==> config.mk <==
export PLATFORM = sky130hd
export DESIGN_NAME = div_unit
export DESIGN_NICKNAME = d
export VERILOG_FILES = /design/src/rtl/mips_defs.sv /design/src/rtl/div_unit.sv
export SDC_FILE = /design/constraint.sdc
export NUM_CORES = 1
export LEC_CHECK = 0
export ABC_AREA = 1
export ABC_CLOCK_PERIOD_IN_PS = 23000
export BUFFER_PORTS_ARGS = -buffer_cell sky130_fd_sc_hd__buf_4
export CAP_MARGIN = 40
export CELL_PAD_IN_SITES_DETAIL_PLACEMENT = 0
export CELL_PAD_IN_SITES_GLOBAL_PLACEMENT = 1
export CORE_ASPECT_RATIO = 0.5
export CORE_MARGIN = 2
export CORE_UTILIZATION = 47
export DETAILED_ROUTE_END_ITERATION = 10
export PLACE_DENSITY = 0.91
export SLEW_MARGIN = 10
export SYNTH_ARGS = -nofsm -noshare
export SYNTH_HDL_FRONTEND = slang
export SYNTH_SLANG_ARGS = --single-unit
==> constraint.sdc <==
create_clock -name clk -period 23 [get_ports clk]
set_input_delay 4.6 -clock clk [delete_from_list [all_inputs] [get_ports clk]]
set_output_delay 4.6 -clock clk [all_outputs]
set_load 0.02 [all_outputs]
==> src/rtl/mips_defs.sv <==
// Shared MIPS pipeline definitions: ALU control codes and divider FSM states.
package mips_defs;

    localparam logic [4:0] ALU_AND  = 5'b00000;
    localparam logic [4:0] ALU_OR   = 5'b00001;
    localparam logic [4:0] ALU_ADD  = 5'b00010;
    localparam logic [4:0] ALU_SUB  = 5'b00110;
    localparam logic [4:0] ALU_SLT  = 5'b00111;
    localparam logic [4:0] ALU_DIV  = 5'b10110;
    localparam logic [4:0] ALU_DIVU = 5'b10111;

    typedef enum logic [1:0] {
        IDLE = 2'd0,
        BUSY = 2'd1,
        DONE = 2'd2
    } div_state_t;

endpackage

==> src/rtl/div_unit.sv <==
// Iterative restoring divider for DIV/DIVU in the execute stage.
// Stalls the front of the pipe for WIDTH+1 cycles; quotient on loE, remainder on hiE.
module div_unit
    import mips_defs::*;
#(
    parameter int unsigned WIDTH = 32
) (
    input  logic             clk,
    input  logic             rst,
    input  logic [4:0]       alucontrolE,
    input  logic [WIDTH-1:0] srcaE,
    input  logic [WIDTH-1:0] srcbE,
    input  logic             cancelE,
    output logic             stall_divE,
    output logic             doneE,
    output logic [WIDTH-1:0] hiE,
    output logic [WIDTH-1:0] loE
);

    localparam int unsigned CW = $clog2(WIDTH);

    div_state_t state, stateNext;

    logic [CW-1:0]    cnt;
    logic [WIDTH-1:0] remReg;
    logic [WIDTH-1:0] dvdReg;
    logic [WIDTH-1:0] dvsReg;
    logic             qNeg;
    logic             rNeg;
    logic             dvsZero;
    logic [WIDTH-1:0] fixHi;
    logic [WIDTH-1:0] fixLo;
    logic [WIDTH-1:0] heldHi;
    logic [WIDTH-1:0] heldLo;

    logic             isDivOp;
    logic             isSigned;
    logic             start;
    logic             lastStep;
    logic [WIDTH-1:0] absA;
    logic [WIDTH-1:0] absB;
    logic [WIDTH:0]   shifted;
    logic [WIDTH:0]   trial;
    logic [WIDTH-1:0] remNext;
    logic [WIDTH-1:0] quoNext;
    logic [WIDTH-1:0] quoFix;
    logic [WIDTH-1:0] remFix;

    assign isDivOp  = (alucontrolE == ALU_DIV) || (alucontrolE == ALU_DIVU);
    assign isSigned = (alucontrolE == ALU_DIV);
    assign start    = isDivOp & ~cancelE & ~rst & (state == IDLE);
    assign lastStep = (cnt == CW'(WIDTH - 1));

    // Operand magnitudes; DIVU passes raw values through
    always_comb begin
        absA = srcaE;
        absB = srcbE;
        if (isSigned && srcaE[WIDTH-1]) absA = WIDTH'(-srcaE);
        if (isSigned && srcbE[WIDTH-1]) absB = WIDTH'(-srcbE);
    end

    // One restoring step; a zero divisor naturally yields all-ones quotient and remainder = dividend
    always_comb begin
        shifted = {remReg, dvdReg[WIDTH-1]};
        trial   = shifted - {1'b0, dvsReg};
        remNext = shifted[WIDTH-1:0];
        quoNext = {dvdReg[WIDTH-2:0], 1'b0};
        if (!trial[WIDTH]) begin
            remNext = trial[WIDTH-1:0];
            quoNext = {dvdReg[WIDTH-2:0], 1'b1};
        end
        quoFix = quoNext;
        remFix = remNext;
        if (!dvsZero) begin
            if (qNeg) quoFix = WIDTH'(-quoNext);
            if (rNeg) remFix = WIDTH'(-remNext);
        end
    end

    // State register
    always_ff @(posedge clk or posedge rst) begin
        if (rst) state <= IDLE;
        else     state <= stateNext;
    end

    // Next-state logic
    always_comb begin
        stateNext = state;
        case (state)
            IDLE: if (start) stateNext = BUSY;
            BUSY: begin
                if (cancelE)       stateNext = IDLE;
                else if (lastStep) stateNext = DONE;
            end
            DONE:    stateNext = IDLE;
            default: stateNext = IDLE;
        endcase
    end

    // Outputs; the committed result only moves once a DONE cycle survives without cancel
    always_comb begin
        stall_divE = 1'b0;
        doneE      = 1'b0;
        hiE        = heldHi;
        loE        = heldLo;
        case (state)
            IDLE: stall_divE = start;
            BUSY: stall_divE = ~cancelE;
            DONE: begin
                doneE = ~cancelE;
                if (!cancelE) begin
                    hiE = fixHi;
                    loE = fixLo;
                end
            end
            default: ;
        endcase
    end

    // Datapath registers
    always_ff @(posedge clk or posedge rst) begin
        if (rst) begin
            cnt     <= '0;
            remReg  <= '0;
            dvdReg  <= '0;
            dvsReg  <= '0;
            qNeg    <= 1'b0;
            rNeg    <= 1'b0;
            dvsZero <= 1'b0;
            fixHi   <= '0;
            fixLo   <= '0;
            heldHi  <= '0;
            heldLo  <= '0;
        end else begin
            case (state)
                IDLE: if (start) begin
                    dvdReg  <= absA;
                    dvsReg  <= absB;
                    qNeg    <= isSigned & (srcaE[WIDTH-1] ^ srcbE[WIDTH-1]);
                    rNeg    <= isSigned & srcaE[WIDTH-1];
                    dvsZero <= (srcbE == '0);
                    remReg  <= '0;
                    cnt     <= '0;
                end
                BUSY: begin
                    remReg <= remNext;
                    dvdReg <= quoNext;
                    cnt    <= cnt + CW'(1);
                    if (lastStep) begin
                        fixLo <= quoFix;
                        fixHi <= remFix;
                    end
                end
                DONE: if (!cancelE) begin
                    heldHi <= fixHi;
                    heldLo <= fixLo;
                end
                default: ;
            endcase
        end
    end

endmodule
==> results of run 1 <==
## worst paths after layout
kind                                   startpoint               endpoint  slack [ps]  cells after the start
max                                       cancelE                 hiE[3]       12090                      9
min                           heldLo[8]$_DFF_PP0_    heldLo[8]$_DFF_PP0_         480                      2
max reg2reg                dvdReg[31]$_DFFE_PP0P_  fixLo[26]$_DFFE_PP0P_       18360                     28
min reg2reg                   heldLo[8]$_DFF_PP0_    heldLo[8]$_DFF_PP0_         480                      2
max in group asynchronous                     rst  dvdReg[6]$_DFFE_PP0P_       17620                      4
min in group asynchronous                     rst    heldHi[9]$_DFF_PP0_        4160                      2
## kinds of logic after synthesis
kind of cell	share of synthesized area (%)
AOI/OAI and AO/OA	10.1
xor gates and xnor gates	4.25
adders and majority gates	3.25
buffers and inverters	9.85
DFF	38.4
and+or+nand+nor	34.2
## worst max-delay path, cell delays in order
cell	delay, ps
buf_4	100
inv_1	70
nand3_2	70
buf_4	610
inv_1	100
buf_4	330
nand2_1	150
nand2_1	80
buf_4	160
## cell usage after synthesis, types with 7 or more instances
library cell / n / area (sq um)
nor4_1: 7 / 43.8
nand3b_1: 10 / 75.1
inv_2: 7 / 26.3
ha_1: 38 / 475
a21oi_1: 29 / 145
dfrtp_1: 234 / 5860
clkbuf_1: 50 / 188
nor3_1: 25 / 125
o221ai_1: 21 / 184
o21ai_0: 138 / 691
nand4_1: 28 / 175
o22ai_1: 20 / 125
buf_1: 7 / 26.3
o21ai_1: 23 / 115
nand3_1: 178 / 891
inv_1: 310 / 1160
nand2_2: 26 / 163
nand2_1: 767 / 2880
o211ai_1: 7 / 52.6
xor2_1: 59 / 517
nor2_1: 152 / 571
xnor2_1: 15 / 131
nor2_2: 10 / 62.6
## registers in the layout (all words and copies together) (netlist names), 2 cells and up
register / count
cnt: 5
fixHi: 32
fixLo: 32
heldHi: 32
state: 2
dvsReg: 32
heldLo: 32
remReg: 32
dvdReg: 32
## metrics by stage
step	power (mW)	util (%)	instance area [sq um]	setup slack [ps]	std cells
global placement	1.79	52.3	16600	12150	2741
floorplan	1.49	-	15200	7210	2225
detailed placement	1.80	52.5	16700	12090	2743
CTS	2.18	54.7	17400	12090	2784
global route	2.38	54.8	17400	11930	2785
finish	2.20	54.8	17400	12090	2785
## routing by layer
| layer | up-vias | share of wire [%] | global-route usage [%] |
|---|---|---|---|
| met2 | 314 | 46 | 42.4 |
| met5 | - | 0 | 0 |
| met1 | 6767 | 47 | 37.5 |
| met3 | 50 | 4.6 | 2.84 |
| met4 | 0 | 2.0 | 5.36 |
| li1 | 7284 | - | - |
## where the power goes
part | leakage [nW] | switching [mW] | internal [mW]
logic | 5.83 | 0.873 | 0.395
clock network | 0.341 | 0.166 | 0.205
registers | 3.12 | 0.0805 | 0.479
total | 9.28 | 1.12 | 1.08
## area by class of cell
type | count | share of cell area (%)
Clock buffer | 34 | 3.65
Clock inverter | 7 | 0.473
Inverter | 321 | 6.95
Multi-Input combinational cell | 1603 | 45.3
Sequential cell | 234 | 33.6
Tap cell | 432 | 3.10
Timing Repair Buffer | 154 | 6.93
==> results.sh, run 1 <==
export IMPL_outcome="finished, final reports clean"
export IMPL_antenna_found_initial=0
export IMPL_tns_ps=0
export IMPL_tritoncts="done"
export IMPL_slew_violations=0
export IMPL_critPathLaunchType="input port"
export IMPL_gp_congestion=0.923
export IMPL_clkLatencyLatePin_ps=540
export IMPL_drtIter0Drc=1205
export IMPL_first_pass_iters=5
export IMPL_die_h_um=131
export IMPL_grt_overflow=0
export IMPL_seq_area_frac_synth_pct=38.4
export IMPL_num_io_pins=138
export IMPL_yosys_warnings=0
export IMPL_cts_setup_buffers=0
export IMPL_setup_viol=0
export IMPL_cts_buffers=23
export IMPL_synth_edf_count=0
export IMPL_grt_setup_unrepaired="no"
export IMPL_grt_pass1_vias=13624
export IMPL_routed_via_count=14415
export IMPL_synth_avg_cell_area_sq_um=6.85
export IMPL_syn_nets=2336
export IMPL_crit_fanout=82
export IMPL_timing_slew_headroom_pct=42.2
export IMPL_ys_async_sr_fraction_pct=100
export IMPL_skew_ps=11.9
export IMPL_finalCritPeriodShare_pct=47.4
export IMPL_synth_cell_area_sq_um=15200
export IMPL_cts_htree_levels=1
export IMPL_clkSinkCount=234
export IMPL_clock_path_buffers=3
export IMPL_nNetsFinal=2448
export IMPL_fin_crit_ps=10910
export IMPL_core_sq_um=31800
export IMPL_cap_violations=0
export IMPL_ant_nets=0
export IMPL_cts_resized=0
export IMPL_drive_gt1_share_pct=11.2
export IMPL_wirelength_um=44100
export IMPL_min_path_type="reg -> reg"
export IMPL_hold_ws_ps=478
export IMPL_end_kind="primary output"
export IMPL_fp_dieW_um=259
export IMPL_numPortBuffers=137
export IMPL_powerDensity_nw_per_um2=126
export IMPL_grtUsageTotal_pct=26.0
export IMPL_fmax_mhz=91.7
export IMPL_ys_ff_latch=234
export IMPL_ys_flop_type="dfrtp_1"
export IMPL_fillers=3147
export IMPL_arrival_ps=6310
export IMPL_grt_pass1_wl_um=71600
export IMPL_mostFrequentLayoutCell="nand2_1"
export IMPL_tightestPinTransition_ps=866
export IMPL_synth_cells=2225
export IMPL_multi_input_area_sq_um=7910
export IMPL_grt_max_degree=90
export IMPL_vias_per_cell=5.18
export IMPL_path_class="in -> out"
export IMPL_vdd_ir_drop_max_uv=68.1
export IMPL_cp_required_ps=18400
export IMPL_ff_latch_area_sq_um=5860
export IMPL_dp_hpwl_um=33900
export IMPL_die_area_sq_um=34000
export IMPL_drt_drc_violations_left=0
export IMPL_root_buffer="clkbuf_16"
export IMPL_synth_distinct_cells=49
export IMPL_cts_hold_buf=0
export IMPL_start_util_pct=47.9
export IMPL_hold_viol=0
export IMPL_leakage_nw=9.28
export IMPL_clk_pin_slew_worst_paths_ps=60
export IMPL_syn_to_final_growth_pct=14.4
export IMPL_std_cell_rows=46
export IMPL_wl_per_cell_um=15.8
export IMPL_diodes=0
export IMPL_final_cell_mix="nand2_1, inv_1, dfrtp_1"
No activity file was read; power rests on OpenSTA's default activity.
==> run 2: changes to the inputs <==
--- a/config.mk
+++ b/config.mk
@@ -6,16 +6,16 @@
 export NUM_CORES = 1
 export LEC_CHECK = 0
 export ABC_AREA = 1
-export ABC_CLOCK_PERIOD_IN_PS = 23000
+export ABC_CLOCK_PERIOD_IN_PS = 9100
 export BUFFER_PORTS_ARGS = -buffer_cell sky130_fd_sc_hd__buf_4
 export CAP_MARGIN = 40
 export CELL_PAD_IN_SITES_DETAIL_PLACEMENT = 0
 export CELL_PAD_IN_SITES_GLOBAL_PLACEMENT = 1
 export CORE_ASPECT_RATIO = 0.5
 export CORE_MARGIN = 2
-export CORE_UTILIZATION = 47
+export CORE_UTILIZATION = 39
 export DETAILED_ROUTE_END_ITERATION = 10
-export PLACE_DENSITY = 0.91
+export PLACE_DENSITY = 0.81
 export SLEW_MARGIN = 10
 export SYNTH_ARGS = -nofsm -noshare
 export SYNTH_HDL_FRONTEND = slang
==> constraint.sdc (replaced) <==
create_clock -name clk -period 9.1 [get_ports clk]
set_input_delay 1.82 -clock clk [delete_from_list [all_inputs] [get_ports clk]]
set_output_delay 1.82 -clock clk [all_outputs]
set_load 0.02 [all_outputs]
==> run 2 against run 1 <==
  * Flip-flop and latch count unchanged
  * Count of clock-buffer cells in the layout increased by 1
  * Combinational power grew to 2.5 times the previous value
  * First-iteration DRC count is 22% lower
  * Global-route usage decreased by 3.8 points
  * Die area is 20% higher
  * Worst hold slack barely moved
  * Sequential share of layout area is 0.39 points lower
  * Highest routed layer unchanged
  * Cell count increased by 3.6%
  * Non-clock buffer count shrank 2
  * Via count shrank 1.7%
==> results.sh, run 2 (synthesis gave the netlist of run 1 again) <==
export IMPL_outcome="finished, final reports clean"
export IMPL_vdd_ir_drop_max_uv=168
export IMPL_vias_per_cell=4.91
export IMPL_die_area_sq_um=40800
export IMPL_min_path_cells=2
export IMPL_power_mw=5.64
export IMPL_fmax_mhz=186
export IMPL_slew_violations=0
export IMPL_internal_power_mw=2.82
export IMPL_cap_violations=0
export IMPL_clk_pin_slew_worst_paths_ps=60
export IMPL_arrival_ps=3560
export IMPL_cts_htree_levels=1
export IMPL_grt_pass1_wl_um=72500
export IMPL_power_frac_seq_pct=24.9
export IMPL_timing_slew_headroom_pct=33.3
export IMPL_final_cell_mix="nand2_1, inv_1, dfrtp_1"
export IMPL_grt_max_degree=155
export IMPL_die_h_um=144
export IMPL_start_util_pct=39.4
export IMPL_setup_viol=0
export IMPL_syn_to_final_growth_pct=15.7
export IMPL_root_buffer="clkbuf_16"
export IMPL_switching_share_pct=50.0
export IMPL_end_kind="primary output"
export IMPL_power_frac_comb_pct=56.5
export IMPL_powerDensity_nw_per_um2=320
export IMPL_cts_buffers=24
export IMPL_tns_ps=0
export IMPL_routed_via_count=14166
export IMPL_dp_hpwl_um=34800
export IMPL_grtUsageTotal_pct=22.3
export IMPL_nNetsFinal=2447
export IMPL_grt_overflow=0
export IMPL_tightestPinTransition_ps=1000
export IMPL_first_pass_iters=5
export IMPL_r2r_cells=28
export IMPL_fp_dieW_um=284
export IMPL_tritoncts="done"
export IMPL_numPortBuffers=137
export IMPL_min_path_type="reg -> reg"
export IMPL_mostFrequentLayoutCell="nand2_1"
export IMPL_fin_crit_ps=5380
export IMPL_drt_drc_violations_left=0
export IMPL_drtIter0Drc=935
export IMPL_antenna_found_initial=0
export IMPL_grt_setup_unrepaired="no"
export IMPL_crit_fanout=31
export IMPL_drive_gt1_share_pct=11.3
export IMPL_diodes=0
export IMPL_leakage_nw=9.33
export IMPL_pwr_share_clk_pct=18.6
export IMPL_path_class="in -> out"
export IMPL_p_sw_mw=2.82
export IMPL_cts_setup_buffers=0
export IMPL_cts_resized=0
export IMPL_hold_viol=0
export IMPL_clkLatencyLatePin_ps=540
export IMPL_cp_required_ps=7280
export IMPL_num_io_pins=138
export IMPL_core_sq_um=38700
export IMPL_grt_pass1_vias=13571
export IMPL_ant_nets=0
export IMPL_clock_path_buffers=3
export IMPL_skew_ps=14.5
export IMPL_cts_hold_buf=0
export IMPL_finalCritPeriodShare_pct=59.1
export IMPL_wl_per_cell_um=15.7
export IMPL_wirelength_um=45300
export IMPL_critPathLaunchType="input port"
export IMPL_utilization_pct=45.6
export IMPL_gp_congestion=0.914
export IMPL_clkSinkCount=234
export IMPL_std_cell_rows=51
run 2: worst paths after layout:
| path | from | to | slack, ps |
|---|---|---|---|
| max in group asynchronous | rst | heldLo[11]$_DFF_PP0_ | 6350 |
| min reg2reg | heldLo[0]$_DFF_PP0_ | heldLo[0]$_DFF_PP0_ | 480 |
| max | rst | stall_divE | 3720 |
| min | heldLo[0]$_DFF_PP0_ | heldLo[0]$_DFF_PP0_ | 480 |
| max reg2reg | dvdReg[31]$_DFFE_PP0P_ | fixLo[26]$_DFFE_PP0P_ | 4450 |
| min in group asynchronous | rst | fixLo[31]$_DFFE_PP0P_ | 1400 |
run 2: worst max-delay path: stages:
cell and delay, ps:
buf_4 90, clkinvlp_4 560, nand4_1 690, o21ai_0 170, buf_4 190
run 2: through the flow:
step	hold WS [ps]	instance area (sq um)	worst slack [ps]	cells
after floorplan	449	15300	521	2225
after global placement	461	16800	3680	2838
after detailed placement	464	16800	3650	2840
after CTS	479	17600	3650	2884
after global routing	496	17600	3400	2884
final	477	17600	3720	2884
run 2: area by class of cell:
type	instances	area, sq um
inverters	321	1210
clock inverters	9	139
repair buffers	152	1190
multi-input cells	1603	7910
flip-flops and latches	234	5860
clock buffers	35	682
well taps	530	663
fillers	4061	21100
run 2: routing by layer:
| metal | routed length, um | up-vias | GRT usage [%] |
|---|---|---|---|
| li1 | - | 7266 | - |
| met1 | 21900 | 6625 | 30.8 |
| met2 | 20800 | 222 | 37.6 |
| met3 | 1610 | 53 | 2.33 |
| met4 | 1020 | 0 | 5.29 |
| met5 | 0 | - | 0 |
run 2: power groups by stage:
stage	logic (mW)	clock network [mW]	registers, mW
global placement	3.14	0	1.42
floorplan	2.42	0	1.34
CTS	3.17	1.06	1.40
finish	3.19	1.05	1.41
detailed placement	3.15	0	1.42
global route	3.63	1.10	1.42
